`src/rtl/vit_dec_trb_decision_tree.sv`:
```
// Viterbi traceback start-state decision: pipelined modular-compare argmax tree with forced-start bypass.
// Optional ometric path enabled by VIT_DEC_TRB_DECISION_METRIC_OUT_EN (undefined: ometric tied to 0).
module vit_dec_trb_decision_tree #(
  parameter int pSTATE_NUM = 64,
  parameter int pMETRIC_W  = 8,
  parameter int pREG_EVERY = 1
) (
  input  logic                                  iclk,
  input  logic                                  ireset,
  input  logic                                  iclkena,
  input  logic                                  ival,
  input  logic                                  isop,
  input  logic [pSTATE_NUM*pMETRIC_W-1:0]       istatem,
  input  logic                                  iforce,
  input  logic [$clog2(pSTATE_NUM)-1:0]         iforce_state,
  output logic                                  oval,
  output logic                                  osop,
  output logic [$clog2(pSTATE_NUM)-1:0]         ostate,
  output logic [pMETRIC_W-1:0]                  ometric
);

  localparam int cD = $clog2(pSTATE_NUM);
  localparam int cW = pMETRIC_W;
  localparam int cL = (cD + pREG_EVERY - 1) / pREG_EVERY;
`ifdef VIT_DEC_TRB_DECISION_METRIC_OUT_EN
  localparam bit cMETRIC_OUT = 1'b1;
`else
  localparam bit cMETRIC_OUT = 1'b0;
`endif

  logic [pSTATE_NUM*cD-1:0] idx0;

  genvar gs;
  for (gs = 0; gs < pSTATE_NUM; gs++) begin : g_idx0
    assign idx0[gs*cD +: cD] = cD'(gs);
  end

  // Each level halves the candidate set; the winner of a pair is the lower index unless
  // the higher one is strictly ahead in wrap-around order.
  genvar gi;
  for (gi = 0; gi < cD; gi++) begin : g_lvl
    localparam int cN       = pSTATE_NUM >> (gi + 1);
    localparam bit cREG     = (((gi + 1) % pREG_EVERY) == 0) || (gi == cD - 1);
    localparam bit cKEEP_M  = (gi < cD - 1) || cMETRIC_OUT;

    logic [2*cN*cW-1:0] in_m;
    logic [2*cN*cD-1:0] in_i;
    logic [cN-1:0]      win;
    logic [cW-1:0]      diff;
    logic [cN*cD-1:0]   c_i;
    logic [cN*cD-1:0]   out_i;

    if (gi == 0) begin : g_src
      assign in_m = istatem;
      assign in_i = idx0;
    end else begin : g_src
      assign in_m = g_lvl[gi-1].g_met.out_m;
      assign in_i = g_lvl[gi-1].out_i;
    end

    always_comb begin
      diff = '0;
      win  = '0;
      c_i  = '0;
      for (int j = 0; j < cN; j++) begin
        diff   = in_m[2*j*cW +: cW] - in_m[(2*j+1)*cW +: cW];
        win[j] = ~diff[cW-1];
        c_i[j*cD +: cD] = win[j] ? in_i[2*j*cD +: cD] : in_i[(2*j+1)*cD +: cD];
      end
    end

    if (cREG) begin : g_reg
      always_ff @(posedge iclk or posedge ireset) begin
        if (ireset)       out_i <= '0;
        else if (iclkena) out_i <= c_i;
      end
    end else begin : g_comb
      assign out_i = c_i;
    end

    if (cKEEP_M) begin : g_met
      logic [cN*cW-1:0] c_m;
      logic [cN*cW-1:0] out_m;

      always_comb begin
        c_m = '0;
        for (int j = 0; j < cN; j++)
          c_m[j*cW +: cW] = win[j] ? in_m[2*j*cW +: cW] : in_m[(2*j+1)*cW +: cW];
      end

      if (cREG) begin : g_reg
        always_ff @(posedge iclk or posedge ireset) begin
          if (ireset)       out_m <= '0;
          else if (iclkena) out_m <= c_m;
        end
      end else begin : g_comb
        assign out_m = c_m;
      end
    end
  end

  // Sideband delay line, one stage per registered tree level.
  logic [cL-1:0] sb_val;
  logic [cL-1:0] sb_sop;
  logic [cL-1:0] sb_frc;
  logic [cD-1:0] sb_fst [cL];

  always_ff @(posedge iclk or posedge ireset) begin
    if (ireset) begin
      sb_val <= '0;
      sb_sop <= '0;
      sb_frc <= '0;
      for (int k = 0; k < cL; k++) sb_fst[k] <= '0;
    end else if (iclkena) begin
      sb_val[0] <= ival;
      sb_sop[0] <= isop & ival;
      sb_frc[0] <= iforce;
      sb_fst[0] <= iforce_state;
      for (int k = 1; k < cL; k++) begin
        sb_val[k] <= sb_val[k-1];
        sb_sop[k] <= sb_sop[k-1];
        sb_frc[k] <= sb_frc[k-1];
        sb_fst[k] <= sb_fst[k-1];
      end
    end
  end

  assign oval   = sb_val[cL-1];
  assign osop   = sb_sop[cL-1];
  assign ostate = sb_frc[cL-1] ? sb_fst[cL-1] : g_lvl[cD-1].out_i;

`ifdef VIT_DEC_TRB_DECISION_METRIC_OUT_EN
  logic [cW-1:0] fmet;
  logic [cW-1:0] sb_fmet [cL];

  always_comb begin
    fmet = '0;
    for (int s = 0; s < pSTATE_NUM; s++)
      if (iforce_state == cD'(s)) fmet = istatem[s*cW +: cW];
  end

  always_ff @(posedge iclk or posedge ireset) begin
    if (ireset) begin
      for (int k = 0; k < cL; k++) sb_fmet[k] <= '0;
    end else if (iclkena) begin
      sb_fmet[0] <= fmet;
      for (int k = 1; k < cL; k++) sb_fmet[k] <= sb_fmet[k-1];
    end
  end

  assign ometric = sb_frc[cL-1] ? sb_fmet[cL-1] : g_lvl[cD-1].g_met.out_m;
`else
  assign ometric = '0;
`endif

endmodule

```
`config.mk`:
```
export PLATFORM = sky130hd
export DESIGN_NAME = vit_dec_trb_decision_tree
export DESIGN_NICKNAME = d
export VERILOG_FILES = /design/src/rtl/vit_dec_trb_decision_tree.sv
export SDC_FILE = /design/constraint.sdc
export NUM_CORES = 2
export LEC_CHECK = 0
export ABC_AREA = 1
export CORE_MARGIN = 2
export CORE_UTILIZATION = 60
export CTS_BUF_LIST = sky130_fd_sc_hd__clkbuf_2 sky130_fd_sc_hd__clkbuf_4 sky130_fd_sc_hd__clkbuf_8
export DETAILED_ROUTE_END_ITERATION = 16
export MAX_ROUTING_LAYER = met4
export PLACE_DENSITY_LB_ADDON = 0.05
export SLEW_MARGIN = 40
export SYNTH_ARGS = -nofsm -noshare
export SYNTH_HDL_FRONTEND = slang
export SYNTH_SLANG_ARGS = --single-unit
```
`constraint.sdc`:
```
create_clock -name iclk -period 42 [get_ports iclk]
set_input_delay 10.5 -clock iclk [delete_from_list [all_inputs] [get_ports iclk]]
set_output_delay 10.5 -clock iclk [all_outputs]
set_load 0.05 [all_outputs]
```
# Word-level counts from Yosys, hierarchy flattened
# Index checks and enable logic that the tools add are counted.
# word_totals
ff_bits	928
inputBits	524
output_inout_bits	16
word_cells	210
# op_classes
n_mux	126
add_sub_neg	63
bitwise_logic	1
# op_table
op	n
$sub 8x8->8	63
$mux 8	62
$mux 6	32
$mux 1	32
$and 1x1->1	1

# Depth between registers and ports, before layout
# depth
ltp_word	2
mapped_depth	14
depth_no_buf	13

# Least setup slack after synthesis
# OpenSTA, ideal clock, no wires.
# synth_path
kind	reg-to-output
start	register sb_frc[5]
end	output ostate[2]
arrival_time_ns	1.649
path_buffers	1
required_time_ns	31.500
path_slack_ns	29.851
stages_incl_launch_ff	4
cell_sequence	dfrtp_1 -> inv_1 -> clkbuf_1 -> o21ai_0
# synth_via
elab_chain_len	1
# synth_lines
element	line	source
start: declaration	105	logic [cL-1:0] sb_frc;
start signal: indexed assignment	122	sb_frc[k] <= sb_frc[k-1];
$mux 6	130	assign ostate = sb_frc[cL-1] ? sb_fst[cL-1] : g_lvl[cD-1].out_i;
end: declaration	18	output logic [$clog2(pSTATE_NUM)-1:0] ostate,
# No other way between the ends.

==> metrics.txt <==
# TYPE chip_impl_metric gauge
chip_impl_metric{name="total_leakage_power",unit="nW"} 32.0
chip_impl_metric{name="irDropWorstVdd",unit="mV"} 0.0342
chip_impl_info{name="layout_common_cells",value="nand2_1 (2,756), nand3_1 (1,189), inv_1 (984)"} 1
chip_impl_metric{name="period_share",unit=""} 0.315
chip_impl_metric{name="ctsHtreeMaxLevel",unit=""} 3
chip_impl_metric{name="cts.repair.resized",unit=""} 0
chip_impl_metric{name="start_util",unit=""} 0.604
chip_impl_info{name="timing.critical_path.cells",value="buf_8 -> inv_12 -> buf_6 -> buf_6 -> buf_6 -> a21oi_1 -> a21oi_1"} 1
chip_impl_info{name="tritoncts",value="built"} 1
chip_impl_metric{name="worst-path-max-fanout",unit=""} 183
chip_impl_info{name="hold_path.class",value="flop to flop"} 1
chip_impl_metric{name="clock-skew-final",unit="ns"} 0.0358
chip_impl_metric{name="vertical_die_dimension",unit="um"} 285
chip_impl_metric{name="syn-mean-instance-area",unit="um^2"} 6.91
chip_impl_metric{name="path_clk_slew",unit="ns"} 0.06
chip_impl_metric{name="fin_ws",unit="ns"} 28.76
chip_impl_metric{name="timing.critical_path.required",unit="ns"} 42.63
chip_impl_metric{name="detailedRoute.firstPassIterationCount",unit=""} 9
chip_impl_metric{name="first_global_vias",unit=""} 42700
chip_impl_metric{name="final_antenna_net_count",unit=""} 0
chip_impl_metric{name="io-pin-count",unit=""} 540
chip_impl_metric{name="fillers",unit=""} 6737
chip_impl_metric{name="cts_hold_repair.buffers",unit=""} 0
chip_impl_metric{name="synth-async-reset-ratio",unit=""} 1.00
chip_impl_info{name="status",value="complete, no violations"} 1
chip_impl_metric{name="pre_cts_ws",unit="ns"} 28.07
chip_impl_metric{name="synth-warning-count",unit=""} 0
chip_impl_metric{name="period_minus_slack",unit="ns"} 13.24
chip_impl_metric{name="cts.sinks",unit=""} 697
chip_impl_metric{name="least_margin_pin_slew",unit="ns"} 0.832
chip_impl_metric{name="nNetsFinal",unit=""} 8256
chip_impl_metric{name="synth_edf_count",unit=""} 0
chip_impl_info{name="timing.critical_path.mode_cell",value="buf_6"} 1
chip_impl_metric{name="port_buf_inserts",unit=""} 531
chip_impl_metric{name="via_per_inst",unit=""} 5.22
chip_impl_metric{name="buffer_count_from_post_cts_setup_fixing",unit=""} 0
chip_impl_metric{name="number_of_buffers_created_by_cts",unit=""} 115
chip_impl_info{name="postSynth.topFlopCell",value="dfrtp_1"} 1
chip_impl_metric{name="worstSkewPairLatency",unit="ns"} 0.73
chip_impl_metric{name="cellPowerDensity",unit="mW/mm^2"} 55.6
chip_impl_info{name="worst-setup-path-type",value="input port to flop"} 1
chip_impl_info{name="startpoint",value="iclkena"} 1
chip_impl_metric{name="finalSetupTns",unit="ns"} 0
chip_impl_metric{name="wirelength",unit="um"} 116000
chip_impl_info{name="cts-root-buf",value="clkbuf_8"} 1
chip_impl_metric{name="netlist_area",unit="mm^2"} 0.0475
chip_impl_metric{name="flow.area_growth_from_synthesis",unit="%"} 17.6
chip_impl_metric{name="cp_data_arrival_time",unit="ns"} 13.87
chip_impl_info{name="timing.rr.start",value="g_lvl[1].g_met.out_m[114]"} 1
chip_impl_metric{name="max_cap_viol_count",unit=""} 0
chip_impl_metric{name="dieArea",unit="mm^2"} 0.0814
chip_impl_metric{name="cts_max_path_buffers",unit=""} 3
chip_impl_info{name="worst_hold_startpoint",value="g_lvl[1].out_i[34]"} 1
chip_impl_metric{name="ys_seq_area_frac",unit=""} 0.367
chip_impl_info{name="worstSetupStartpointType",value="input port"} 1
chip_impl_info{name="critPathSlowestCell",value="buf_6"} 1
chip_impl_metric{name="detailed_place_hpwl",unit="um"} 85000
chip_impl_metric{name="yosys.cell_types.count",unit=""} 31
chip_impl_metric{name="maximum_number_of_pins_on_one_net_before_global_route_repair",unit=""} 184
chip_impl_info{name="unrepaired_setup_endpoints_after_global_routing",value="false"} 1
chip_impl_metric{name="gp_congestion",unit=""} 0.902
chip_impl_metric{name="core.rowCount",unit=""} 103
chip_impl_metric{name="drt_drc_violations_left",unit=""} 0
chip_impl_metric{name="relSlewSlack",unit=""} 0.445
chip_impl_metric{name="grt_remaining_overflow",unit=""} 0
chip_impl_metric{name="report.final.hold_viol_count",unit=""} 0
chip_impl_metric{name="setup_violations",unit=""} 0
chip_impl_metric{name="post_synth_inst_count",unit=""} 6876
chip_impl_metric{name="slowest_delay",unit="ns"} 0.67
chip_impl_info{name="mostFrequentLayoutCell",value="nand2_1"} 1
chip_impl_metric{name="core_area",unit="mm^2"} 0.0786
chip_impl_metric{name="wl_per_cell",unit="um"} 13.6
chip_impl_metric{name="die_w",unit="um"} 285
chip_impl_metric{name="grt_use_total",unit=""} 0.290
chip_impl_metric{name="total_number_of_vias",unit=""} 44400
chip_impl_metric{name="synth-seq-cells",unit=""} 697
chip_impl_metric{name="dr.first_iter.drc_count",unit=""} 2977
chip_impl_info{name="worst_setup_path_end_kind",value="flop"} 1
chip_impl_metric{name="fmax",unit="GHz"} 0.0755
chip_impl_metric{name="final_layout_size_suffix_gt1_frac",unit=""} 0.0572
chip_impl_metric{name="timing_max_transition_violations_final",unit=""} 0
chip_impl_metric{name="antenna_found_initial",unit=""} 2
chip_impl_metric{name="grt_first_pass_wirelength",unit="um"} 196000
-- cells in the mapped netlist (18+ instances only) --
| cell type | n | area [um^2] |
|---|---|---|
| nand2_1 | 2757 | 10300 |
| nand3_1 | 1189 | 5950 |
| inv_1 | 985 | 3700 |
| dfrtp_1 | 697 | 17400 |
| ha_1 | 378 | 4730 |
| a21oi_1 | 189 | 946 |
| nor2_1 | 126 | 473 |
| buf_2 | 81 | 405 |
| clkbuf_1 | 64 | 240 |
| o21ai_0 | 61 | 305 |
| xor2_1 | 52 | 455 |
| nand3_2 | 50 | 500 |
| a21oi_2 | 49 | 429 |
| nand2_2 | 40 | 250 |
| buf_4 | 28 | 210 |
| nand4_1 | 24 | 150 |
| inv_2 | 21 | 78.8 |
| buf_6 | 18 | 203 |
-- flip-flops by register name (all words and copies together), names as in the netlist --
register	count
sb_fst	36
g_lvl.out_i	147
sb_frc	6
g_lvl.g_met.out_m	496
sb_val	6
sb_sop	6
-- path summary, 6_finish.rpt --
path                                            end  slack [ns]  cells after the start
max                        g_lvl[0].g_met.out_m[47]       28.76                      7
max in group asynchronous        g_lvl[2].out_i[46]       29.64                      5
min reg2reg                      g_lvl[1].out_i[34]        0.47                      2
max reg2reg                g_lvl[2].g_met.out_m[58]       39.79                     10
min                              g_lvl[1].out_i[34]        0.47                      2
min in group asynchronous  g_lvl[0].g_met.out_m[23]       10.27                      2
-- critical path: cells and delay by family --
family / cells / cell delay (ns)
AOI/OAI and AO/OA: 2 / 0.25
buffers and inverters: 5 / 2.79
-- through the flow --
step	util	cell area [um^2]	hold WS [ns]	cells	power, W
floorplan	-	47500	0.437	6883	0.00214
global placement	0.677	53200	0.454	8285	0.00242
detailed placement	0.679	53300	0.459	8287	0.00247
CTS	0.710	55800	0.474	8497	0.00312
global route	0.710	55800	0.496	8499	0.00340
finish	0.710	55800	0.472	8499	0.00311
-- logic make-up (layout without fill, tap and decap cells) --
group                      count (synthesis)  in the layout  share of synthesized area
and+or+nand+nor                         4205           4205                      0.376
buffers and inverters                   1202           1766                      0.102
DFF                                      697            697                      0.367
adders and majority gates                378            378                     0.0996
AOI/OAI and AO/OA                        330            330                     0.0419
xor gates and xnor gates                  63             63                     0.0130
other                                      1             10                  0.0000790
-- power by group --
| group | switching [W] | internal [W] |
|---|---|---|
| sequential | 0.000164 | 0.000872 |
| clock | 0.000277 | 0.000356 |
| combinational | 0.000920 | 0.000517 |
| total | 0.00136 | 0.00175 |
-- routing by layer --
layer  part of all wire  global-route usage
met1               0.45               0.374
met2               0.49               0.488
met3              0.042              0.0349
met4              0.021              0.0698
met5                  0                   -
-- final cells by class --
cell class / count / area (um^2) / area share
multi-input combinational: 4984 / 25200 / 0.452
sequential: 697 / 17400 / 0.312
timing repair buffer: 550 / 5580 / 0.0999
inverter: 1006 / 3800 / 0.0680
clock buffer: 173 / 2180 / 0.0391
tap: 1050 / 1310 / 0.0235
clock inverter: 37 / 300 / 0.00538
antenna: 2 / 5.00 / 0.0000896
No activity file was read; power rests on OpenSTA's default activity.
